File: config.mk
export PLATFORM = sky130hd
export DESIGN_NAME = fetch_queue
export DESIGN_NICKNAME = d
export VERILOG_FILES = /design/src/rtl/fetch_queue_pkg.sv /design/src/rtl/fetch_queue_mem.sv /design/src/rtl/fetch_queue.sv
export SDC_FILE = /design/constraint.sdc
export NUM_CORES = 2
export LEC_CHECK = 0
export CAP_MARGIN = 25
export CORE_MARGIN = 8
export CORE_UTILIZATION = 50
export DETAILED_ROUTE_END_ITERATION = 8
export GPL_TIMING_DRIVEN = 0
export PLACE_DENSITY = 0.7
export SKIP_CTS_REPAIR_TIMING = 1
export SLEW_MARGIN = 15
export SYNTH_ARGS = -nofsm -noshare
export SYNTH_HDL_FRONTEND = slang
export SYNTH_SLANG_ARGS = --single-unit
File: constraint.sdc
create_clock -name clk -period 6.3 [get_ports clk]
set_clock_uncertainty 0.2 [all_clocks]
set_input_delay 0.945 -clock clk [delete_from_list [all_inputs] [get_ports clk]]
set_output_delay 0.945 -clock clk [all_outputs]
set_load 0.005 [all_outputs]
File: src/rtl/fetch_queue_pkg.sv
// Shared types for the fetch->decode instruction queue.
package fetch_queue_pkg;

    localparam int unsigned FQ_DEPTH       = 8;
    localparam int unsigned FQ_FETCH_WIDTH = 2;
    localparam int unsigned FQ_ISSUE_WIDTH = 2;
    localparam int unsigned FQ_PTR_W       = $clog2(FQ_DEPTH);

    typedef logic [31:0] virt_t;
    typedef logic [31:0] uint32_t;

    typedef struct packed {
        logic       valid;
        logic [4:0] code;
    } exception_t;

    typedef struct packed {
        virt_t      pc;
        uint32_t    inst;
        exception_t ex;
        logic       pred_taken;
        virt_t      pred_target;
    } fq_entry_t;

    // Number of set bits in a lane-valid vector (up to four lanes).
    function automatic int unsigned lane_count(input logic [3:0] v);
        int unsigned n;
        n = 0;
        for (int unsigned i = 0; i < 4; i++) begin
            n += 32'(v[i]);
        end
        return n;
    endfunction

endpackage

File: src/rtl/fetch_queue_mem.sv
// Entry storage: FETCH_WIDTH write ports, ISSUE_WIDTH asynchronous read ports.
module fetch_queue_mem
    import fetch_queue_pkg::*;
#(
    parameter int unsigned DEPTH       = FQ_DEPTH,
    parameter int unsigned FETCH_WIDTH = FQ_FETCH_WIDTH,
    parameter int unsigned ISSUE_WIDTH = FQ_ISSUE_WIDTH,
    parameter int unsigned PTR_W       = $clog2(DEPTH)
) (
    input  logic                               clk,
    input  logic      [FETCH_WIDTH-1:0]             wr_en_i,
    input  logic      [FETCH_WIDTH-1:0][PTR_W-1:0]  wr_addr_i,
    input  fq_entry_t [FETCH_WIDTH-1:0]             wr_data_i,
    input  logic      [ISSUE_WIDTH-1:0][PTR_W-1:0]  rd_addr_i,
    output fq_entry_t [ISSUE_WIDTH-1:0]             rd_data_o
);

    fq_entry_t mem_q [DEPTH];

    // Write lanes always target distinct slots, so no port priority is needed.
    always_ff @(posedge clk) begin
        for (int unsigned k = 0; k < FETCH_WIDTH; k++) begin
            if (wr_en_i[k]) begin
                mem_q[wr_addr_i[k]] <= wr_data_i[k];
            end
        end
    end

    always_comb begin
        for (int unsigned i = 0; i < ISSUE_WIDTH; i++) begin
            rd_data_o[i] = mem_q[rd_addr_i[i]];
        end
    end

endmodule

File: src/rtl/fetch_queue.sv
// Multi-lane fetch->decode instruction queue: pointers, count, allowin, flush.
// Optional zero-latency pass-through when FETCH_QUEUE_BYPASS_EN is defined.
module fetch_queue
    import fetch_queue_pkg::*;
#(
    parameter int unsigned DEPTH       = FQ_DEPTH,
    parameter int unsigned FETCH_WIDTH = FQ_FETCH_WIDTH,
    parameter int unsigned ISSUE_WIDTH = FQ_ISSUE_WIDTH
) (
    input  logic                              clk,
    input  logic                              reset,
    input  logic                              flush,
    input  logic      [FETCH_WIDTH-1:0]       in_valid,
    input  fq_entry_t [FETCH_WIDTH-1:0]       in_entry,
    output logic                              fs_allowin,
    output logic      [ISSUE_WIDTH-1:0]       out_valid,
    output fq_entry_t [ISSUE_WIDTH-1:0]       out_entry,
    input  logic                              ds_allowin,
    output logic      [$clog2(DEPTH+1)-1:0]   occupancy
);

    localparam int unsigned PTR_W = $clog2(DEPTH);
    localparam int unsigned CNT_W = $clog2(DEPTH + 1);

    logic [PTR_W-1:0] head_q, head_d;
    logic [PTR_W-1:0] tail_q, tail_d;
    logic [CNT_W-1:0] count_q, count_d;

    logic        bypass;
    int unsigned n_in, n_avail, n_byp, n_pop, n_wr;

    logic      [FETCH_WIDTH-1:0]            wr_en;
    logic      [FETCH_WIDTH-1:0][PTR_W-1:0] wr_addr;
    fq_entry_t [FETCH_WIDTH-1:0]            wr_data;
    logic      [ISSUE_WIDTH-1:0][PTR_W-1:0] rd_addr;
    fq_entry_t [ISSUE_WIDTH-1:0]            rd_data;

    // Space check uses only the registered count: no decode->fetch comb path.
    assign fs_allowin = !reset && (count_q <= CNT_W'(DEPTH - FETCH_WIDTH));
    assign occupancy  = count_q;

    always_comb begin
        n_in    = fs_allowin ? lane_count(4'(in_valid)) : 0;
        n_avail = (32'(count_q) < ISSUE_WIDTH) ? 32'(count_q) : ISSUE_WIDTH;
`ifdef FETCH_QUEUE_BYPASS_EN
        bypass  = (count_q == '0) && !flush && ds_allowin;
`else
        bypass  = 1'b0;
`endif
        n_byp   = bypass ? ((n_in < ISSUE_WIDTH) ? n_in : ISSUE_WIDTH) : 0;
        n_pop   = (ds_allowin && !flush) ? n_avail : 0;
        n_wr    = n_in - n_byp;

        head_d  = head_q + PTR_W'(n_pop);
        tail_d  = tail_q + PTR_W'(n_wr);
        count_d = count_q + CNT_W'(n_wr) - CNT_W'(n_pop);
        if (flush) begin
            head_d  = '0;
            tail_d  = '0;
            count_d = '0;
        end
    end

    // Lanes already consumed by the bypass are skipped; the rest pack from tail.
    always_comb begin
        for (int unsigned k = 0; k < FETCH_WIDTH; k++) begin
            wr_en[k]   = !flush && (k < n_wr);
            wr_addr[k] = tail_q + PTR_W'(k);
            wr_data[k] = '0;
            for (int unsigned j = 0; j < FETCH_WIDTH; j++) begin
                if (j == k + n_byp) begin
                    wr_data[k] = in_entry[j];
                end
            end
        end
    end

    always_comb begin
        for (int unsigned i = 0; i < ISSUE_WIDTH; i++) begin
            rd_addr[i]   = head_q + PTR_W'(i);
            out_valid[i] = (i < n_avail);
            out_entry[i] = (i < n_avail) ? rd_data[i] : '0;
            if (bypass) begin
                out_valid[i] = (i < n_byp);
                out_entry[i] = '0;
                for (int unsigned j = 0; j < FETCH_WIDTH; j++) begin
                    if ((j == i) && (i < n_byp)) begin
                        out_entry[i] = in_entry[j];
                    end
                end
            end
            if (flush || reset) begin
                out_valid[i] = 1'b0;
                out_entry[i] = '0;
            end
        end
    end

    always_ff @(posedge clk) begin
        if (reset) begin
            head_q  <= '0;
            tail_q  <= '0;
            count_q <= '0;
        end else begin
            head_q  <= head_d;
            tail_q  <= tail_d;
            count_q <= count_d;
        end
    end

    fetch_queue_mem #(
        .DEPTH       (DEPTH),
        .FETCH_WIDTH (FETCH_WIDTH),
        .ISSUE_WIDTH (ISSUE_WIDTH),
        .PTR_W       (PTR_W)
    ) u_mem (
        .clk       (clk),
        .wr_en_i   (wr_en),
        .wr_addr_i (wr_addr),
        .wr_data_i (wr_data),
        .rd_addr_i (rd_addr),
        .rd_data_o (rd_data)
    );

    a_count_bound: assert property (@(posedge clk) disable iff (reset)
        count_q <= CNT_W'(DEPTH));
    a_contig_valid: assert property (@(posedge clk) disable iff (reset)
        (in_valid & (in_valid + FETCH_WIDTH'(1))) == '0);
    a_push_allowed: assert property (@(posedge clk) disable iff (reset)
        (n_in != 0) |-> fs_allowin);

endmodule

==> results.json <==
{
  "status": "complete, no violations",
  "power_mw": 13.32,
  "gp_routability_congestion": 0.8447,
  "slowest_stage": "clkdlybuf4s50_1",
  "max_slew_margin_pct": 28.99,
  "cts_root_buffer": "clkbuf_16",
  "hold_path_end": "tail_q[0]$_SDFF_PN0_",
  "end_kind": "primary output",
  "io_pins": 425,
  "yosys_warnings": 0,
  "grt_usage_pct": 30.76,
  "synth_area_leader_cell": "edfxtp_1",
  "post-route-period-util_pct": 97.81,
  "clk_latency_ns": 0.69,
  "crit_path_start_kind": "flop",
  "die_w_um": 328.5,
  "nets": 4094,
  "critPathKind": "flop to primary output",
  "async_reset_ff_share_pct": 0,
  "cp_max_fo": 11,
  "initial_core_util_pct": 50.50,
  "synth_area_leaders": "edfxtp_1 (51%), mux2_2 (16%), mux4_2 (9.5%)",
  "r2r_start": "occupancy[3]$_SDFF_PN0_",
  "regArea_sq_um": 24940,
  "slew_violations": 0,
  "wl_per_cell_um": 32.82,
  "synth_area_sq_um": 48840,
  "vias": 34538,
  "synth_cell_types": 42,
  "grt_pass1_wl_um": 242700,
  "pre_cts_slack_ns": 0.2206,
  "setup_viol": 0,
  "min_path_type": "flop to flop",
  "overflow": 0,
  "drc": 0,
  "final_common_cell": "edfxtp_1",
  "placed_cells": 5044,
  "drt-total-wl_um": 172100,
  "r2r-end": "u_mem.mem_q[6][73]$_DFFE_PP_",
  "slowest_delay_ns": 0.66,
  "p_leak_nw": 18.81,
  "r2r_cells": 10,
  "core_area_sq_um": 96710,
  "tightestPinTransition_ns": 1.065,
  "fin_ws_ns": 0.1383,
  "die_h_um": 328.5,
  "seq_area_frac_synth_pct": 51.08,
  "num_rows": 114,
  "ff2ff_setup_slack_ns": 2.63,
  "synth_edf_count": 824,
  "fillCellCount": 7487,
  "dr_wl_met2_um": 79840,
  "final_area_sq_um": 59080,
  "placed_area_sq_um": 56090,
  "syn_area_per_cell_sq_um": 14.87,
  "fmax_mhz": 162.3,
  "clock-sinks": 834,
  "numCtsBuffers": 95,
  "max-clock-path-buffers": 3,
  "postLayoutCoreUtil_pct": 61.09,
  "max-vdd-ir-drop_v": 0.0002125,
  "antenna_left": 0,
  "cts.clk_slew.worst_paths_ns": 0.06,
  "syn-num-nets": 3512,
  "top_layer_used": "met5",
  "htreeDepth": 3,
  "wl_met3_um": 17560,
  "drt-met1-wl_um": 66200,
  "worstPathCellList": "buf_2 -> buf_2 -> nand2b_1 -> buf_2 -> buf_1 -> o22ai_1 -> nor3_1 -> clkdlybuf4s50_1",
  "ys_ff_latch": 834,
  "first_pass_iters": 6,
  "hpwl_um": 112900,
  "min_from": "tail_q[0]$_SDFF_PN0_",
  "cp.required_ns": 5.15,
  "initialDrtViolationCount": 4185,
  "synth-main-ff-cell": "edfxtp_1",
  "period_minus_slack_ns": 6.162,
  "grt_max_degree": 21,
  "antenna_found_initial": 35,
  "instances_no_fill": 5244,
  "cts_tree": "done",
  "syn_inst": 3284,
  "port_buffers": 424,
  "cpMostUsedCell": "buf_2",
  "crit_arrival_ns": 5.02,
  "viasPerCell": 6.586,
  "multi_input_area_sq_um": 22440,
  "maxCapViolations": 0,
  "final_cell_mix": "edfxtp_1 (824), mux2_2 (709), clkdlybuf4s50_1 (424), mux2_1 (321), nand2_1 (211)",
  "syn_to_final_growth_pct": 20.98,
  "rsz0062_at_grt": "false",
  "grt_pass1_vias": 35473,
  "min_path_cells": 2,
  "hold_violations": 0,
  "power-per-cell-area_nw_per_um2": 225.4,
  "die-area_sq_um": 107900,
  "synth_top_area_share_pct": 50.67,
  "drive_gt1_share_pct": 32.12
}
sequential cells by signal, summed over array words and instances (netlist names):
name         flops
occupancy        4
tail_q           3
head_q           3
u_mem.mem_q    824
power breakdown:
group / internal (mW) / total [mW] / switching [mW] / leakage (nW)
Combinational: 0.837 / 1.73 / 0.895 / 9.87
Clock: 3.01 / 5.35 / 2.35 / 1.42
Sequential: 6.19 / 6.23 / 0.0409 / 7.52
Total: 10.0 / 13.3 / 3.28 / 18.8
worst max-delay path by stage:
stage | from | to | slack (ns) | cells past startpoint
2_1_floorplan | in_valid[0] | u_mem.mem_q[7][0]$_DFFE_PP_ | 1.36 | 5
3_3_place_gp | in_valid[0] | u_mem.mem_q[6][65]$_DFFE_PP_ | -2.89 | 6
3_5_place_dp | flush | out_entry[97] | 0.22 | 10
4_1_cts | occupancy[3]$_SDFF_PN0_ | out_entry[97] | 0.03 | 11
5_1_grt | head_q[0]$_SDFF_PN0_ | out_entry[199] | 0.01 | 8
6_report | head_q[0]$_SDFF_PN0_ | out_entry[199] | 0.14 | 8
cells in the mapped netlist, types with 9 or more instances:
cell,count
buf_2,107
nor2_1,129
buf_4,17
buf_1,37
mux4_2,206
nor3_1,103
mux2_1,321
nand2_1,211
dfxtp_1,10
mux2i_1,206
clkbuf_1,91
mux2_2,709
inv_1,15
ha_1,12
o22ai_1,103
buf_8,9
buf_6,15
a32o_1,103
edfxtp_1,824
critical path, delay by kind of cell (launching register included):
kind            cells  cell delay, ns
compound gates      1            0.13
buf+inv             5            2.84
flops               1            0.38
simple gates        2            0.93
per-layer routing:
layer	vias to the layer above	global-route usage [%]
li1	14373	-
met3	488	7.360
met1	17482	39.92
met5	-	0
met2	2171	48.62
met4	24	14.66
kinds of logic after synthesis:
kind of cell	count (synthesis)	synth area share (%)
multiplexers	1442	37.47
flip-flops	834	51.08
AND/OR/NAND/NOR	470	4.051
buffers and inverters	293	3.108
AO/OA/AOI/OAI	220	3.646
adder cells (fa/ha/maj)	16	0.4714
XOR/XNOR	9	0.1768
through the flow:
stage / hold WS [ns] / TNS, ns
2_1_floorplan: 0.3779 / 0
3_3_place_gp: 0.4076 / -2191.14
3_5_place_dp: 0.4457 / 0
4_1_cts: 0.4601 / 0
5_1_grt: 0.4890 / 0
6_report: 0.4499 / 0
layout make-up:
type	instances	area share (%)
multi-input cells	2157	37.98
plain buffers	277	2.465
diodes	26	0.1101
inverters	16	0.1101
repair buffers	485	9.483
well taps	1276	2.702
clock inverters	59	0.7815
flip-flops and latches	834	42.22
clock buffers	114	4.145
Note: power is estimated with default switching activity, not from simulation.
